`src/rtl/adder_serial_nbits.sv`:
```
// Digit-serial adder/subtractor.
// Each operation processes P_DIGIT bits per cycle over N = P_WIDTH/P_DIGIT RUN cycles.
// The registered result {carry, sum} and the two's-complement overflow flag are loaded
// on the completion edge and held until the next completion or reset.
module adder_serial_nbits #(
  parameter int unsigned P_WIDTH = 6,
  parameter int unsigned P_DIGIT = 1
) (
  input  logic               i_w_clk,
  input  logic               i_w_reset,
  input  logic               i_w_start,
  input  logic               i_w_sub,
  input  logic [P_WIDTH-1:0] i_w_a,
  input  logic [P_WIDTH-1:0] i_w_b,
  output logic [P_WIDTH:0]   o_w_s,
  output logic               o_w_ovf,
  output logic               o_w_busy,
  output logic               o_w_done
);

  localparam int unsigned N    = P_WIDTH / P_DIGIT;
  localparam int unsigned CntW = (N > 1) ? $clog2(N) : 1;
  localparam logic [CntW-1:0] CntLast = CntW'(N - 1);

  typedef enum logic [1:0] {
    StIdle,
    StRun,
    StDone
  } state_e;

  state_e state_q, state_d;

  // Operand shift registers; b holds B' (B or ~B depending on mode).
  logic [P_WIDTH-1:0] a_q, a_d;
  logic [P_WIDTH-1:0] b_q, b_d;
  // Partial sum, filled from the MSB side one digit per RUN cycle.
  logic [P_WIDTH-1:0] sum_q, sum_d;
  logic               carry_q, carry_d;
  logic [CntW-1:0]    cnt_q, cnt_d;
  // Held result registers.
  logic [P_WIDTH:0]   s_q, s_d;
  logic               ovf_q, ovf_d;

  // Digit adder results.
  logic [P_DIGIT-1:0]         dig_sum;
  logic                       dig_cout;
  logic                       dig_cmsb;
  logic [P_WIDTH+P_DIGIT-1:0] sum_cat;
  logic [P_WIDTH-1:0]         sum_shift;

  // Ripple add of the low digit of A, B' and the carry; also expose the carry into the MSB.
  always_comb begin : digit_add
    logic c;
    c        = carry_q;
    dig_cmsb = carry_q;
    dig_sum  = '0;
    for (int i = 0; i < int'(P_DIGIT); i++) begin
      dig_cmsb   = c;
      dig_sum[i] = a_q[i] ^ b_q[i] ^ c;
      c          = (a_q[i] & b_q[i]) | (c & (a_q[i] ^ b_q[i]));
    end
    dig_cout = c;
  end

  // Insert the new digit at the top of the sum register, dropping the oldest low bits.
  always_comb begin : sum_insert
    sum_cat   = {dig_sum, sum_q};
    sum_shift = sum_cat[P_WIDTH+P_DIGIT-1:P_DIGIT];
  end

  // FSM next-state and datapath update.
  always_comb begin : next_state
    state_d = state_q;
    a_d     = a_q;
    b_d     = b_q;
    sum_d   = sum_q;
    carry_d = carry_q;
    cnt_d   = cnt_q;
    s_d     = s_q;
    ovf_d   = ovf_q;
    unique case (state_q)
      StIdle: begin
        if (i_w_start) begin
          a_d     = i_w_a;
          b_d     = i_w_sub ? ~i_w_b : i_w_b;
          carry_d = i_w_sub;
          sum_d   = '0;
          cnt_d   = '0;
          state_d = StRun;
        end
      end
      StRun: begin
        a_d     = a_q >> P_DIGIT;
        b_d     = b_q >> P_DIGIT;
        carry_d = dig_cout;
        sum_d   = sum_shift;
        cnt_d   = cnt_q + 1'b1;
        if (cnt_q == CntLast) begin
          // Final digit: its top bit is the operand MSB.
          s_d     = {dig_cout, sum_shift};
          ovf_d   = dig_cmsb ^ dig_cout;
          state_d = StDone;
        end
      end
      StDone: begin
        state_d = StIdle;
      end
      default: begin
        state_d = StIdle;
      end
    endcase
  end

  // State and datapath registers with asynchronous clear.
  always_ff @(posedge i_w_clk or posedge i_w_reset) begin
    if (i_w_reset) begin
      state_q <= StIdle;
      a_q     <= '0;
      b_q     <= '0;
      sum_q   <= '0;
      carry_q <= 1'b0;
      cnt_q   <= '0;
      s_q     <= '0;
      ovf_q   <= 1'b0;
    end else begin
      state_q <= state_d;
      a_q     <= a_d;
      b_q     <= b_d;
      sum_q   <= sum_d;
      carry_q <= carry_d;
      cnt_q   <= cnt_d;
      s_q     <= s_d;
      ovf_q   <= ovf_d;
    end
  end

  assign o_w_s    = s_q;
  assign o_w_ovf  = ovf_q;
  assign o_w_busy = (state_q == StRun);
  assign o_w_done = (state_q == StDone);

endmodule

```
`config.mk`:
```
export PLATFORM = sky130hd
export DESIGN_NAME = adder_serial_nbits
export DESIGN_NICKNAME = d
export VERILOG_FILES = /design/src/rtl/adder_serial_nbits.sv
export SDC_FILE = /design/constraint.sdc
export NUM_CORES = 1
export LEC_CHECK = 0
export CELL_PAD_IN_SITES_DETAIL_PLACEMENT = 0
export CELL_PAD_IN_SITES_GLOBAL_PLACEMENT = 2
export CORE_MARGIN = 2
export CORE_UTILIZATION = 34
export CTS_CLUSTER_DIAMETER = 200
export DETAILED_ROUTE_END_ITERATION = 10
export PLACE_DENSITY_LB_ADDON = 0.1
export SLEW_MARGIN = 20
export SYNTH_ARGS = -nofsm -noshare
export SYNTH_HDL_FRONTEND = slang
export SYNTH_SLANG_ARGS = --single-unit
export TNS_END_PERCENT = 50
```
`constraint.sdc`:
```
create_clock -name i_w_clk -period 1.47 [get_ports i_w_clk]
set_input_delay 0.294 -clock i_w_clk [delete_from_list [all_inputs] [get_ports i_w_clk]]
set_output_delay 0.294 -clock i_w_clk [all_outputs]
set_load 0.05 [all_outputs]
```
==> results of run 1 <==
what timing repair did:
| item | CTS | global route |
|---|---|---|
| endpoints found under the setup margin | 2 | 7 |
| buffers inserted | 1 | 6 |
| gates resized for setup | 4 | 1 |
critical path, cell delays in order (launching register included):
cell	delay [ns]
dfrtp_2	0.46
buf_6	0.16
nor2b_4	0.12
buf_12	0.14
registers in the layout, indices dropped and copies added (netlist names):
name     count
a_q          6
b_q          6
carry_q      1
cnt_q        3
o_w_ovf      1
o_w_s        7
state_q      2
sum_q        5
metal layers:
metal  global-route usage, %  vias up
met5                       0        -
met1                    18.9      527
met2                    21.7       22
met3                    4.33        7
met4                    6.41        0
li1                        -      546
cell type report:
| class | instances | area, sq um | area share (%) |
|---|---|---|---|
| flip-flops and latches | 31 | 777 | 36.0 |
| clock inverters | 2 | 35.0 | 1.62 |
| clock buffers | 6 | 82.6 | 3.83 |
| well taps | 52 | 65.1 | 3.01 |
| inverters | 8 | 32.5 | 1.51 |
| repair buffers | 43 | 514 | 23.8 |
| multi-input cells | 82 | 652 | 30.2 |
power groups by stage:
| stage | clock network [W] | logic, W | registers (W) |
|---|---|---|---|
| after floorplan | 0 | 0.000948 | 0.00173 |
| after global placement | 0 | 0.00203 | 0.00152 |
| after detailed placement | 0 | 0.00207 | 0.00153 |
| after CTS | 0.000897 | 0.00211 | 0.00152 |
| after global routing | 0.000949 | 0.00232 | 0.00157 |
| final | 0.000874 | 0.00216 | 0.00152 |
kinds of logic after synthesis:
logic type,after synthesis,synth area share (%)
compound gates,42,20.1
flops,31,52.3
simple gates,22,9.61
buf+inv,15,4.81
mux,8,6.07
xor+xnor,7,4.13
fa+ha+maj,3,3.04
metrics by stage:
stage	cells	worst slack (ns)	TNS, ns
after floorplan	128	0.0921	0
after global routing	224	-0.0327	-0.0327
after CTS	218	-0.00606	-0.00606
after detailed placement	209	-0.160	-1.92
after global placement	209	-0.132	-1.75
final	224	0.0157	0
worst paths after layout:
check                            from         end
setup / recovery           state_q[0]    o_w_done
hold / removal              i_w_reset    sum_q[1]
setup reg to reg           state_q[1]    o_w_s[5]
hold reg to reg                a_q[4]      a_q[4]
max in group asynchronous   i_w_reset  state_q[0]
min in group i_w_clk           a_q[4]      a_q[4]
layout by cell type, fill, tap and decap left out, types with 2 or more instances in the layout:
cell type	instances
a21oi_1	8
a221o_2	4
a22o_1	6
a22oi_1	6
and2b_1	2
buf_12	12
buf_4	15
clkbuf_8	6
clkdlybuf4s50_1	15
dfrtp_1	30
ha_1	2
inv_1	7
mux2_2	8
nand2_1	7
nor2_1	2
nor2b_1	6
o21ai_0	11
o32ai_1	4
xnor2_1	6
==> flow_summary.ini, run 1 <==
[global_route]
grt_start_max_net_pins = 32
grt_pass1_vias = 1126
overflow = 0
grt_use_total_pct = 14.3
grt_pass1_wl_microns = 5440
grt_antenna_before_repair = 0

[cts]
clkSinkCount = 31
insertion_delay_ns = 0.28
cts_hold_buf = 0
root_buffer = clkbuf_8
tritoncts = built
h-tree-depth = 2
cts_buffers = 5
clkTransAtPathRegs_ns = 0.07
cts_buffer_depth = 2

[detailed_routing]
drc = 0
ant_nets = 0
wl_met1_microns = 1510
top_layer = met4
totalWireLength_microns = 3180
route.met2.wl_microns = 1480
drt_pass1_iterations = 4
wl_met3_microns = 140
viasPerCell = 4.92
wl_per_cell_microns = 14.2
vias = 1102
drtIter0Drc = 58

[min_path]
worst_hold_path_type = in -> async

[synth]
ys_seq_elements = 31
yosys_warnings = 0
syn_inst = 128
syn-num-nets = 147
yosysUniqueCellTypes = 28
synth.area.top_cells = dfrtp_1 52%, mux2_2 6.1%, o21ai_0 3.7%
async_flop_share_pct = 100
ys.flop_type = dfrtp_1
syn_area_per_cell_sq_um = 11.6
synth_edf_count = 0
synth_area_leader_cell = dfrtp_1
ys_seq_area_share_pct = 52.3
syn_area_sq_um = 1480
yosysMostFrequentCell = dfrtp_1
synth.top_cells.by_count = 31 x dfrtp_1, 11 x o21ai_0, 8 x a21oi_1, 8 x inv_1, 8 x mux2_2
netlist.area_leader.share_pct = 52.3

[worst_setup_path]
critPathKind = reg -> out
path_max_fanout = 7
rr_worst_depth = 4
end_kind = output port
crit_arrival_ns = 1.16
reg2reg_slack_ns = 0.06
cp.required_ns = 1.18
start_kind = flip-flop

[pwr]
total_power_w = 0.00456
power_switching_w = 0.00167
ir_worst_vdd_mv = 0.777
power_density_nw_per_um2 = 2110
switching_share_pct = 36.6
power_frac_seq_pct = 33.3
p_clk_share_pct = 19.2
p_int_w = 0.00289
cellLeakagePower_nw = 0.967
power_frac_comb_pct = 47.5

[timing]
skew_ns = 0.00558
slew_violations = 0
worst_pin_slew_ns = 0.311
timing.hold.ws_ns = 0.353
setup_violations = 0
hold_viol = 0
period_minus_slack_ns = 1.45
fmax_ghz = 0.688
rsz0062_at_grt = yes
relSlewSlack_pct = 79.2
min_period_over_period_pct = 98.9

[layout]
syn2layout_area_growth_pct = 45.4
antenna_cells = 0
fillers = 384
fin_nets = 190
fin_util_pct = 50.6
final_cell_area_sq_um = 2160
drive_gt1_share_pct = 32.0

[status]
status = completed

[floorplanning]
dieArea_sq_um = 4910
design.core.area_sq_um = 4260
rows = 24
die_w_microns = 70.1
ios = 26
dieHeight_microns = 70.1
start_util_pct = 34.8

[place]
hpwlAfterDp_microns = 2210
port_buffers = 25
globalplace.congestion = 0.699
dpl-instance-area_sq_um = 1970

[flow_run]
drv_cap = 0
Power figures use the tool's default switching activity.
==> inputs of run 2 (changes only) <==
--- a/config.mk
+++ b/config.mk
@@ -10,6 +10,7 @@
 export CORE_MARGIN = 2
 export CORE_UTILIZATION = 34
 export CTS_CLUSTER_DIAMETER = 200
+export CTS_CLUSTER_SIZE = 8
 export DETAILED_ROUTE_END_ITERATION = 10
 export PLACE_DENSITY_LB_ADDON = 0.1
 export SLEW_MARGIN = 20
==> results of run 2 <==
The final DEF is identical to that of run 1; final timing and power are the same.
==> inputs of run 3 (changes only) <==
--- a/config.mk
+++ b/config.mk
@@ -13,7 +13,7 @@
 export CTS_CLUSTER_SIZE = 8
 export DETAILED_ROUTE_END_ITERATION = 10
 export PLACE_DENSITY_LB_ADDON = 0.1
-export SLEW_MARGIN = 20
+export SLEW_MARGIN = 5
 export SYNTH_ARGS = -nofsm -noshare
 export SYNTH_HDL_FRONTEND = slang
 export SYNTH_SLANG_ARGS = --single-unit
==> results of run 3 <==
The final DEF is identical to that of run 1; final timing and power are the same.
